**config.mk**
```make
export PLATFORM = sky130hd
export DESIGN_NAME = execute_unit_mc
export DESIGN_NICKNAME = d
export VERILOG_FILES = /design/src/rtl/execute_unit_mc.sv
export SDC_FILE = /design/constraint.sdc
export NUM_CORES = 1
export LEC_CHECK = 0
export ABC_AREA = 1
export CELL_PAD_IN_SITES_DETAIL_PLACEMENT = 1
export CELL_PAD_IN_SITES_GLOBAL_PLACEMENT = 2
export CORE_UTILIZATION = 28
export CTS_CLUSTER_SIZE = 16
export DETAILED_ROUTE_END_ITERATION = 10
export PLACE_DENSITY_LB_ADDON = 0.3
export REMOVE_ABC_BUFFERS = 1
export SYNTH_ARGS = -nofsm -noshare
export SYNTH_HDL_FRONTEND = slang
export SYNTH_SLANG_ARGS = --single-unit
```
**constraint.sdc**
```tcl
create_clock -name clk -period 5.3 [get_ports clk]
set_clock_uncertainty 0.15 [all_clocks]
set_input_delay 1.59 -clock clk [delete_from_list [all_inputs] [get_ports clk]]
set_output_delay 1.59 -clock clk [all_outputs]
set_load 0.02 [all_outputs]
```
**src/rtl/execute_unit_mc.sv**
```systemverilog
// rtl/execute_unit_mc.sv - Execute stage with operand forwarding, iterative multiplier and Z/V/N flags
module execute_unit_mc #(
    parameter int WIDTH    = 16,
    parameter int REG_BITS = 4,
    parameter int MUL_EN   = 1
) (
    input  logic                clk,
    input  logic                rst,
    input  logic                flush,
    input  logic                in_valid,
    input  logic [3:0]          opcode,
    input  logic [WIDTH-1:0]    reg1,
    input  logic [WIDTH-1:0]    reg2,
    input  logic [WIDTH-1:0]    imm,
    input  logic                alu_src,
    input  logic [REG_BITS-1:0] rs,
    input  logic [REG_BITS-1:0] rt,
    input  logic [REG_BITS-1:0] rd,
    input  logic                reg_write,
    input  logic                mem_read,
    input  logic                mem_write,
    input  logic                xm_reg_write,
    input  logic [REG_BITS-1:0] xm_rd,
    input  logic [WIDTH-1:0]    xm_alu,
    input  logic                mw_reg_write,
    input  logic [REG_BITS-1:0] mw_rd,
    input  logic [WIDTH-1:0]    mw_data,
    output logic                stall,
    output logic                out_valid,
    output logic                out_reg_write,
    output logic                out_mem_read,
    output logic                out_mem_write,
    output logic [WIDTH-1:0]    out_alu,
    output logic [WIDTH-1:0]    out_store_data,
    output logic [REG_BITS-1:0] out_rd,
    output logic [2:0]          flags
);

    localparam logic [3:0] OP_ADD = 4'b0000;
    localparam logic [3:0] OP_SUB = 4'b0001;
    localparam logic [3:0] OP_XOR = 4'b0010;
    localparam logic [3:0] OP_SLL = 4'b0100;
    localparam logic [3:0] OP_SRA = 4'b0101;
    localparam logic [3:0] OP_ROR = 4'b0110;
    localparam logic [3:0] OP_LW  = 4'b1000;
    localparam logic [3:0] OP_SW  = 4'b1001;
    localparam logic [3:0] OP_LLB = 4'b1010;
    localparam logic [3:0] OP_LHB = 4'b1011;
    localparam logic [3:0] OP_MUL = 4'b1111;

    localparam int CW = $clog2(WIDTH + 1);
    localparam logic [WIDTH-1:0] SAT_MAX   = {1'b0, {(WIDTH-1){1'b1}}};
    localparam logic [WIDTH-1:0] SAT_MIN   = {1'b1, {(WIDTH-1){1'b0}}};
    localparam logic [WIDTH-1:0] ADDR_MASK = {{(WIDTH-1){1'b1}}, 1'b0};

    typedef enum logic [1:0] {IDLE, RUN, DONE} state_t;

    state_t state, state_next;

    logic [WIDTH-1:0]    fwd_a, fwd_b, b_op;
    logic [WIDTH:0]      sum_ext, dif_ext;
    logic [3:0]          shamt;
    logic [WIDTH-1:0]    alu_result;
    logic                ovf, upd_zvn, upd_z, alu_z;
    logic                is_mul, start_mul;

    logic [WIDTH-1:0]    mul_a, mul_b, mul_acc, mul_store;
    logic [CW-1:0]       count;
    logic [REG_BITS-1:0] mul_rd;
    logic                mul_reg_write, mul_mem_read, mul_mem_write;

    // EX/MEM result is newer than MEM/WB, so it wins when both target the same register
    always_comb begin
        fwd_a = reg1;
        if (xm_reg_write && xm_rd == rs && rs != '0)
            fwd_a = xm_alu;
        else if (mw_reg_write && mw_rd == rs && rs != '0)
            fwd_a = mw_data;

        fwd_b = reg2;
        if (xm_reg_write && xm_rd == rt && rt != '0)
            fwd_b = xm_alu;
        else if (mw_reg_write && mw_rd == rt && rt != '0)
            fwd_b = mw_data;
    end

    assign b_op    = alu_src ? imm : fwd_b;
    assign sum_ext = {fwd_a[WIDTH-1], fwd_a} + {b_op[WIDTH-1], b_op};
    assign dif_ext = {fwd_a[WIDTH-1], fwd_a} - {b_op[WIDTH-1], b_op};
    assign shamt   = b_op[3:0];

    always_comb begin
        alu_result = '0;
        ovf        = 1'b0;
        upd_zvn    = 1'b0;
        upd_z      = 1'b0;
        case (opcode)
            OP_ADD: begin
                ovf        = sum_ext[WIDTH] ^ sum_ext[WIDTH-1];
                alu_result = ovf ? (sum_ext[WIDTH] ? SAT_MIN : SAT_MAX) : sum_ext[WIDTH-1:0];
                upd_zvn    = 1'b1;
            end
            OP_SUB: begin
                ovf        = dif_ext[WIDTH] ^ dif_ext[WIDTH-1];
                alu_result = ovf ? (dif_ext[WIDTH] ? SAT_MIN : SAT_MAX) : dif_ext[WIDTH-1:0];
                upd_zvn    = 1'b1;
            end
            OP_XOR: begin
                alu_result = fwd_a ^ b_op;
                upd_z      = 1'b1;
            end
            OP_SLL: begin
                alu_result = fwd_a << shamt;
                upd_z      = 1'b1;
            end
            OP_SRA: begin
                alu_result = $signed(fwd_a) >>> shamt;
                upd_z      = 1'b1;
            end
            OP_ROR: begin
                // a zero rotate shifts the left term out entirely, leaving fwd_a
                alu_result = (fwd_a >> shamt) | (fwd_a << (WIDTH - int'(shamt)));
                upd_z      = 1'b1;
            end
            OP_LW, OP_SW: alu_result = (fwd_a + imm) & ADDR_MASK;
            OP_LLB:       alu_result = {fwd_a[WIDTH-1:8], imm[7:0]};
            OP_LHB: begin
                alu_result        = fwd_a;
                alu_result[15:8]  = imm[7:0];
            end
            default: alu_result = '0;
        endcase
    end

    assign alu_z     = (alu_result == '0);
    assign is_mul    = (MUL_EN != 0) && (opcode == OP_MUL);
    assign start_mul = in_valid && is_mul && !flush && (state == IDLE || state == DONE);
    assign stall     = (state == RUN) || (state == IDLE && in_valid && is_mul);

    always_comb begin
        state_next = state;
        case (state)
            IDLE:    if (start_mul) state_next = RUN;
            RUN:     if (flush) state_next = IDLE;
                     else if (count == CW'(1)) state_next = DONE;
            DONE:    state_next = start_mul ? RUN : IDLE;
            default: state_next = IDLE;
        endcase
    end

    always_ff @(posedge clk) begin
        if (rst)
            state <= IDLE;
        else
            state <= state_next;
    end

    // Shift-add multiplier; control bits are captured with the operands so DONE needs no upstream hold
    always_ff @(posedge clk) begin
        if (start_mul) begin
            mul_a         <= fwd_a;
            mul_b         <= b_op;
            mul_acc       <= '0;
            count         <= CW'(WIDTH);
            mul_rd        <= rd;
            mul_reg_write <= reg_write;
            mul_mem_read  <= mem_read;
            mul_mem_write <= mem_write;
            mul_store     <= fwd_b;
        end else if (state == RUN) begin
            if (mul_b[0])
                mul_acc <= mul_acc + mul_a;
            mul_a <= mul_a << 1;
            mul_b <= mul_b >> 1;
            count <= count - 1'b1;
        end
    end

    always_ff @(posedge clk) begin
        if (rst) begin
            out_valid      <= 1'b0;
            out_reg_write  <= 1'b0;
            out_mem_read   <= 1'b0;
            out_mem_write  <= 1'b0;
            out_alu        <= '0;
            out_store_data <= '0;
            out_rd         <= '0;
            flags          <= 3'b000;
        end else if (flush || (stall && state != DONE)) begin
            out_valid      <= 1'b0;
            out_reg_write  <= 1'b0;
            out_mem_read   <= 1'b0;
            out_mem_write  <= 1'b0;
            out_alu        <= '0;
            out_store_data <= '0;
            out_rd         <= '0;
        end else if (state == DONE) begin
            out_valid      <= 1'b1;
            out_reg_write  <= mul_reg_write;
            out_mem_read   <= mul_mem_read;
            out_mem_write  <= mul_mem_write;
            out_alu        <= mul_acc;
            out_store_data <= mul_store;
            out_rd         <= mul_rd;
            flags[2]       <= (mul_acc == '0);
        end else begin
            out_valid      <= in_valid;
            out_reg_write  <= in_valid & reg_write;
            out_mem_read   <= in_valid & mem_read;
            out_mem_write  <= in_valid & mem_write;
            out_alu        <= alu_result;
            out_store_data <= fwd_b;
            out_rd         <= rd;
            if (in_valid && upd_zvn)
                flags <= {alu_z, ovf, alu_result[WIDTH-1]};
            else if (in_valid && upd_z)
                flags[2] <= alu_z;
        end
    end

endmodule

```
# Word level (Yosys, flattened, before mapping)
# Cells that the tools add are included.
[op_classes]
addsub = 6
n_eq_ne = 20
shifts = 4
mux = 32
n_bitwise = 9
reduce_logical = 36
[op_table]
columns = ["cell", "count"]
rows = [
  ["$mux 16", 15],
  ["$pmux 16 s9", 1],
  ["$add 16x16->16", 2],
  ["$logic_not 16->1", 2],
  ["$shl 16x32->16", 1],
  ["$eq 4x4->1 const B", 5],
  ["$add 16x16->17", 1],
  ["$sub 16x16->17", 1],
  ["$eq 4x4->1", 4],
  ["$logic_and 1x1->1", 16],
  ["$or 16x16->16", 1],
  ["$shl 16x4->16", 1],
  ["$shr 16x4->16", 1],
  ["$sshr 16x4->16", 1],
  ["$xor 16x16->16", 1],
  ["$eq 4x3->1 const B", 3],
  ["$mux 1", 10],
  ["$reduce_bool 4->1", 2],
  ["$mux 2", 3],
  ["$pmux 2 s3", 1],
  ["$reduce_and 2->1", 3],
  ["$reduce_or 2->1", 3],
  ["$sub 5x4->6 const A", 1],
  ["$eq 5x1->1 const B", 1],
  ["other kinds (20)", 27],
]
[totals]
regBits = 121
inputBits = 114
output_inout_bits = 44
word_cells = 126

# Logic depth before layout (Yosys ltp)
# Gate-level depths: netlist of run 1.
[logic_depth]
ltp_word = 14
mapped_depth = 37
ltp_nobuf = 36

# Least setup slack after synthesis of run 1
# OpenSTA, ideal clock, no wires.
[synth_timing]
path_type = "input to register"
start = "input opcode[3]"
end = "register mul_a[0], enable pin"
setup_ns = 0.390
t_arrival_ns = 4.808
t_required_ns = 4.760
slack_ns = -0.049
stages = 7
path_buffers = 1
cell_sequence = "inv_1 > nor4_1 > inv_1 > nor3_1 > inv_1 > clkbuf_1 > nand2_1"
[synth_between]
elab_chain_cells = 5
[synth_lines]
columns = ["item", "line", "text"]
rows = [
  ["start: declaration", "11", "input logic [3:0] opcode,"],
  ["$eq 4x4->1", "136", "assign is_mul = (MUL_EN != 0) && (opcode == OP_MUL);"],
  ["$logic_and 1x1->1 (3 in a row)", "137", "assign start_mul = in_valid && is_mul && !flush && (state == IDLE || state == DONE);"],
  ["net start_mul", "65", "logic is_mul, start_mul;"],
  ["$reduce_bool 2->1 (no line)", "n/a", ""],
  ["end signal: assignment", "161", "mul_a <= fwd_a;"],
  ["end signal: assignment", "173", "mul_a <= mul_a << 1;"],
  ["end: declaration", "67", "logic [WIDTH-1:0] mul_a, mul_b, mul_acc, mul_store;"],
]
# The timed path passes the listed nets, and every way through them passes these cells.
# A chain may end at the register's enable or synchronous reset.

# Worst setup path in the final report of run 1
[layout_timing]
start = "input rt[3]"
end = "register flags[2]"
[layout_between]
elab_chain_cells = 14
word_cells_on_any_way = 30
classes_between = "3 x add/sub; 2 x eq/ne; 4 x shift; 11 x mux; 4 x bitwise; 6 x reduce/logical"
[layout_lines]
columns = ["item", "line", "text"]
rows = [
  ["start: declaration", "17", "input logic [REG_BITS-1:0] rt,"],
  ["$eq 4x4->1", "83", "else if (mw_reg_write && mw_rd == rt && rt != '0)"],
  ["$logic_and 1x1->1 (2 in a row)", "83", ""],
  ["$mux 16", "83", ""],
  ["$mux 16 *", "81", "if (xm_reg_write && xm_rd == rt && rt != '0)"],
  ["net fwd_b[13]", "60", "logic [WIDTH-1:0] fwd_a, fwd_b, b_op;"],
  ["$mux 16 *", "87", "assign b_op = alu_src ? imm : fwd_b;"],
  ["$sub 16x16->17 or $add 16x16->17 (tied branches)", "89, 88", ""],
  ["$mux 16 (tied with other cells)", "105", "alu_result = ovf ? (dif_ext[WIDTH] ? SAT_MIN : SAT_MAX) : dif_ext[WIDTH-1:0];"],
  ["$mux 16, on equally long branches", "105, 100", ""],
  ["$pmux 16 s9 *", "97", "case (opcode)"],
  ["$logic_not 16->1 *", "135", "assign alu_z = (alu_result == '0);"],
  ["$mux 1", "216", "else if (in_valid && upd_z)"],
  ["$mux 1 *", "214", "if (in_valid && upd_zvn)"],
  ["$mux 1 *", "197", "end else if (state == DONE) begin"],
  ["end signal: assignment", "205", "flags[2] <= (mul_acc == '0);"],
  ["end signal: assignment", "215", "flags <= {alu_z, ovf, alu_result[WIDTH-1]};"],
  ["end signal: assignment", "217", "flags[2] <= alu_z;"],
  ["end: declaration", "36", "output logic [2:0] flags"],
]
# Mark *: on every way through the listed nets, which the timed path passes. The rest lies on a longest branch. The select of a mux whose other input is x is not followed.

==> results.cfg, run 1 <==
[run_status]
outcome = finished, final reports clean

[sta]
post-route-min-period_ps = 5200
fmax_mhz = 192
rsz0062_at_grt = true
relSlewSlack_pct = 46.2
worstMarginPinSlew_ps = 804
setup_violations = 0
min_period_over_period_pct = 98.0
timing_hold_violations_final = 0
maxSlewViolCount = 0
fin_tns_setup_ps = 0

[setup_path]
slowest_delay_ps = 240
crit_fanout = 6
crit_path_top_delay_cell = a211oi_2
timing.critical_path.mode_cell = buf_4
path_class = primary input to flip-flop
critPathLaunchType = primary input
crit_arrival_ps = 5430
worstPathRequired_ps = 5530
end_kind = flip-flop
reg2regPathDepth = 19

[power]
p_switching_mw = 1.90
p_int_mw = 2.83
combinationalPowerShare_pct = 52.0
netSwitchingFraction_pct = 40.2
p_leak_nw = 9.17
pwr-share-clk_pct = 25.6
seqPwrFrac_pct = 22.4
p_per_area_nw_per_um2 = 249
ir_drop_mv = 0.180

[grt]
track_usage_pct = 28.2
antenna_found_initial = 2
grt_pass1_vias = 16048
grt_first_pass_wirelength_mm = 94.6
grt_overflow = 0
grt_max_degree = 45

[cts]
clock_latency_ps = 450
cts_root_buffer = clkbuf_16
cts_sinks = 121
clk_pin_slew_ps = 60
cts_buffer_depth = 2
cts-buffers-inserted = 17
cts-htree-levels = 4
cts_tree = yes

[route]
met3_wirelength_mm = 2.75
totalWireLength_mm = 62.6
postRouteAntennaNets = 0
dr_wl_met2_mm = 30.2
num_vias = 15364
drt_iter0_drc = 1071
firstDrtPassIters = 5
top_layer_used = met5
wl_met1_mm = 27.6
wl_per_cell_um = 20.6
viasPerCell = 5.06
drc = 0

[floorplan]
die_w_um = 210
rows = 75
design.die.area_um2 = 44200
ios = 158
core_region_area_um2 = 42400
start_util_pct = 28.6
fp.dieH_um = 210

[placement]
numPortBuffers = 157
gp_congestion = 0.963
dp_hpwl_mm = 50.1
postPlaceCellArea_um2 = 16700

[layout]
num-nets-final = 2629
n_antenna_cell = 0
final_cell_area_um2 = 19000
drive_gt1_share_pct = 30.9
post-route-util_pct = 44.7
area_growth_pct = 56.2

[synthesis]
ys_ff_latch = 121
syn_area_um2 = 12100
synth.avg_cell_area_um2 = 6.29
synth.distinct_cells = 52
synth_top_cell_area_share_pct = 16.9
synth.largest_area_cell = nand2_1
yosysWarnings = 0
synthCells = 1931
ys_seq_area_share_pct = 24.5
synth_area_leaders = nand2_1 17%, edfxtp_1 14%, dfxtp_1 11%

[hold_path]
min_path_type = flip-flop to flip-flop
worstHoldPathCells = 2

[flow_run]
cap_violations = 0
final timing paths:
kind	start	end	slack, ps
worst min-delay path	count[4]$_SDFFE_PP1N_	count[4]$_SDFFE_PP1N_	350
worst min register to register	count[4]$_SDFFE_PP1N_	count[4]$_SDFFE_PP1N_	350
worst max-delay path	rt[3]	flags[2]$_SDFFE_PP0P_	100
worst max register to register	mul_acc[0]$_SDFFE_PP0P_	mul_acc[14]$_SDFFE_PP0P_	1830
final cells by class:
type                            instances  area (um^2)
Clock buffer                           18          429
Clock inverter                         14          173
Fill cell                            5454        23400
Inverter                              247          965
Multi-Input combinational cell       1493         8940
Sequential cell                       121         2970
Tap cell                              577          722
Timing Repair Buffer                  566         4780
cells in the final DEF (no fill, tap or decap), drive strengths merged, types with 8 or more instances in the layout:
master	Yosys	routed
nand2	569	570
buf	39	416
nand3	245	246
inv	242	245
o21ai	162	162
nor2	160	160
clkdlybuf4s50	0	138
a21oi	86	86
dfxtp	66	66
ha	65	65
edfxtp	55	55
xor2	40	40
nand4	31	31
clkbuf	33	29
o21bai	17	17
nor3	17	17
o22ai	16	16
or2	15	15
a211oi	10	10
o221ai	9	9
o211ai	9	9
clkinv	5	8
metrics by stage:
step | power [mW] | cells | hold slack (ps) | worst slack [ps]
floorplan | 2.08 | 1859 | 313 | -1400
global placement | 3.12 | 2933 | 323 | -1210
detailed placement | 3.15 | 2933 | 351 | -1230
CTS | 4.57 | 3014 | 360 | 0.874
global route | 4.98 | 3036 | 374 | -89.8
finish | 4.73 | 3036 | 349 | 104
power groups by stage:
stage | logic (mW) | registers, mW | clock network [mW]
floorplan | 0.989 | 1.09 | 0
global placement | 2.05 | 1.07 | 0
detailed placement | 2.08 | 1.08 | 0
CTS | 2.27 | 1.06 | 1.24
global route | 2.64 | 1.06 | 1.28
finish | 2.46 | 1.06 | 1.21
flip-flops by register name, summed over array words and instances (netlist names), 2 cells and up:
name,count
mul_a,16
mul_acc,16
mul_b,16
mul_store,16
out_alu,16
out_store_data,16
count,5
mul_rd,4
out_rd,4
flags,3
state,2
critical path, delay by kind of cell:
kind | cells | cell delay [ps]
simple gates | 14 | 1520
buf+inv | 8 | 990
compound gates | 7 | 950
fa+ha+maj | 1 | 170
xor+xnor | 1 | 170
logic make-up (layout without fill, tap and decap cells):
group	after synthesis	in the layout	synth area share [%]
simple gates	1050	1052	38.9
compound gates	328	328	15.3
buf+inv	319	845	10.8
flops	121	121	24.5
fa+ha+maj	69	69	7.35
xor+xnor	44	44	3.23
synth_stat cells, drive strengths merged:
cell,count
a21oi,86
a221oi,1
o31ai,2
nand2,569
a21boi,4
nand3,245
o21a,3
o21ai,162
o221ai,9
nand3b,6
and2,1
nor2,160
inv,242
o2111ai,4
clkinv,5
nor4,6
clkbuf,33
o211ai,9
o21bai,17
dfxtp,66
a31oi,3
nor3,17
nand4,31
fa,4
buf,39
a21o,2
xnor2,4
a211oi,10
xor2,40
or2,15
o22ai,16
edfxtp,55
ha,65
per-layer routing:
layer	global-route usage (%)	vias to the layer above
li1	-	7405
met1	36.1	7480
met2	48.9	384
met3	4.05	93
met4	7.98	2
met5	0	-
repair_timing:
action	in CTS	in global routing
hold buffers	0	0
gates resized for setup	215	187
gates cloned	3	0
endpoints found under the setup margin	19	20
pin swaps	70	101
buffers inserted	47	22
Note: power is estimated with default switching activity, not from simulation.
==> run 2, diff against run 1 <==
CORE_ASPECT_RATIO = 0.7   (was unset)
==> results.cfg, run 2 (synthesis results as in run 1) <==
[placement]
dp.cells = 2935
dp_hpwl_mm = 52.1
gp_congestion = 0.978
numPortBuffers = 157

[cts]
cts_buffer_depth = 2
cts_tree = yes
cts_sinks = 121
cts_hold_buf = 0
cts_root_buffer = clkbuf_16
cts-htree-levels = 4
clk_pin_slew_ps = 60
clock_latency_ps = 460
cts-buffers-inserted = 17

[layout]
final_cell_mix = 498 x nand2_1, 431 x buf_4, 197 x nand3_1
area_growth_pct = 64.4
drive_gt1_share_pct = 34.3
n_antenna_cell = 0
final-instance-count-excl-fill = 3072
layout_commonest_cell = nand2_1
num-nets-final = 2690

[grt]
grt_overflow = 0
track_usage_pct = 29.8
antenna_found_initial = 1
grt_max_degree = 60
grt_first_pass_wirelength_mm = 98.4
grt_pass1_vias = 15924

[sta]
min_period_over_period_pct = 100
maxSlewViolCount = 0
setup_violations = 1
fmax_mhz = 188
worstMarginPinSlew_ps = 917
timing_hold_violations_final = 0
setup_ws_ps = -13.4
post-route-min-period_ps = 5310
rsz0062_at_grt = true
relSlewSlack_pct = 38.7

[power]
p_leak_nw = 9.63
p_per_area_nw_per_um2 = 252
ir_drop_mv = 0.241
p_total_mw = 5.04

[hold_path]
worstHoldPathCells = 2
min_path_type = flip-flop to flip-flop
hold_end = count[4]$_SDFFE_PP1N_
min-delay-start = count[4]$_SDFFE_PP1N_

[run_status]
outcome = complete, but fails checks
violations = negative setup slack

[floorplan]
fp.dieH_um = 176
core_region_area_um2 = 42600
ios = 158
start_util_pct = 28.5
rows = 63
die_w_um = 251
design.die.area_um2 = 44200

[setup_path]
reg2regPathDepth = 19
crit_path_top_delay_cell = fa_2
end_kind = flip-flop
path_class = primary input to flip-flop
r2r_slack_ps = 1960
crit_fanout = 7
regToRegEndpoint = mul_acc[14]$_SDFFE_PP0P_
worstPathRequired_ps = 5530
crit_arrival_ps = 5540
worstReg2RegStart = mul_acc[0]$_SDFFE_PP0P_
critPathLaunchType = primary input
slowest_delay_ps = 390
timing.critical_path.mode_cell = buf_4

[route]
postRouteAntennaNets = 0
wl_per_cell_um = 21.9
num_vias = 16028
totalWireLength_mm = 67.4
firstDrtPassIters = 5
drc = 0
drt_iter0_drc = 1236
viasPerCell = 5.22

[flow_run]
cap_violations = 0
[run 2: cell types whose count changed in the layout (fill, tap and decap cells not counted), moves of 7 or more]
cell | previous run | this run
buf_4 | 380 | 431
inv_2 | 39 | 32
nand2_1 | 513 | 498
nand2_4 | 6 | 18
o21ai_0 | 105 | 97
[run 2: report_power, final]
group / switching, mW / internal (mW)
clock: 0.490 / 0.732
combinational: 1.56 / 1.19
sequential: 0.0349 / 1.02
total: 2.09 / 2.95
[run 2: timing repair]
action | 4_1_cts | 5_1_grt
pin swaps | 93 | 131
setup endpoints to repair | 19 | 20
buffers inserted | 61 | 42
gates resized for setup | 240 | 286
cloned | 3 | 2
[run 2: how the worst max path moves through the flow]
stage          startpoint                      to  slack [ps]  cells after the start
2_1_floorplan   opcode[3]  mul_a[0]$_SDFFCE_PN0P_       -1400                      6
3_3_place_gp        rt[3]   flags[2]$_SDFFE_PP0P_       -1260                     25
3_5_place_dp        rt[3]   flags[2]$_SDFFE_PP0P_       -1300                     31
4_1_cts          mw_rd[0]   flags[2]$_SDFFE_PP0P_           2                     35
5_1_grt             rt[1]   flags[2]$_SDFFE_PP0P_        -210                     34
6_report            rt[1]   out_alu[9]$_SDFF_PP0_         -10                     32
[run 2: layout make-up]
cell class / count / area (um^2)
Clock inverter: 10 / 101
Sequential cell: 121 / 2970
Inverter: 247 / 988
Timing Repair Buffer: 628 / 5380
Fill cell: 5356 / 22600
Multi-Input combinational cell: 1492 / 9340
Tap cell: 552 / 691
Clock buffer: 22 / 507
[run 2: worst max-delay path, delay by kind of cell]
kind | cells | cell delay, ps
AOI/OAI and AO/OA | 7 | 930
buffers and inverters | 11 | 1440
adders and majority gates | 1 | 390
and+or+nand+nor | 13 | 1190
[run 2: per-stage QoR]
step | hold WS, ps | setup TNS, ps | setup slack (ps) | cell area [um^2] | utilization [%]
after floorplan | 313 | -73180 | -1400 | 11800 | -
after global placement | 326 | -17820 | -1260 | 16800 | 39.6
after detailed placement | 351 | -19230 | -1300 | 16800 | 39.6
after CTS | 359 | 0 | 2.22 | 18700 | 43.9
after global routing | 374 | -1200 | -214 | 20000 | 46.9
final | 354 | -13.4 | -13.4 | 20000 | 46.9
[run 2: metal layers]
metal  vias to the layer above  share of wire (%)  track usage, %
met3                        80                7.3            5.62
met2                       529                 42            44.1
met5                         -              0.013               0
met1                      7886                 49            44.4
li1                       7531                  -               -
met4                         2                1.9            6.28
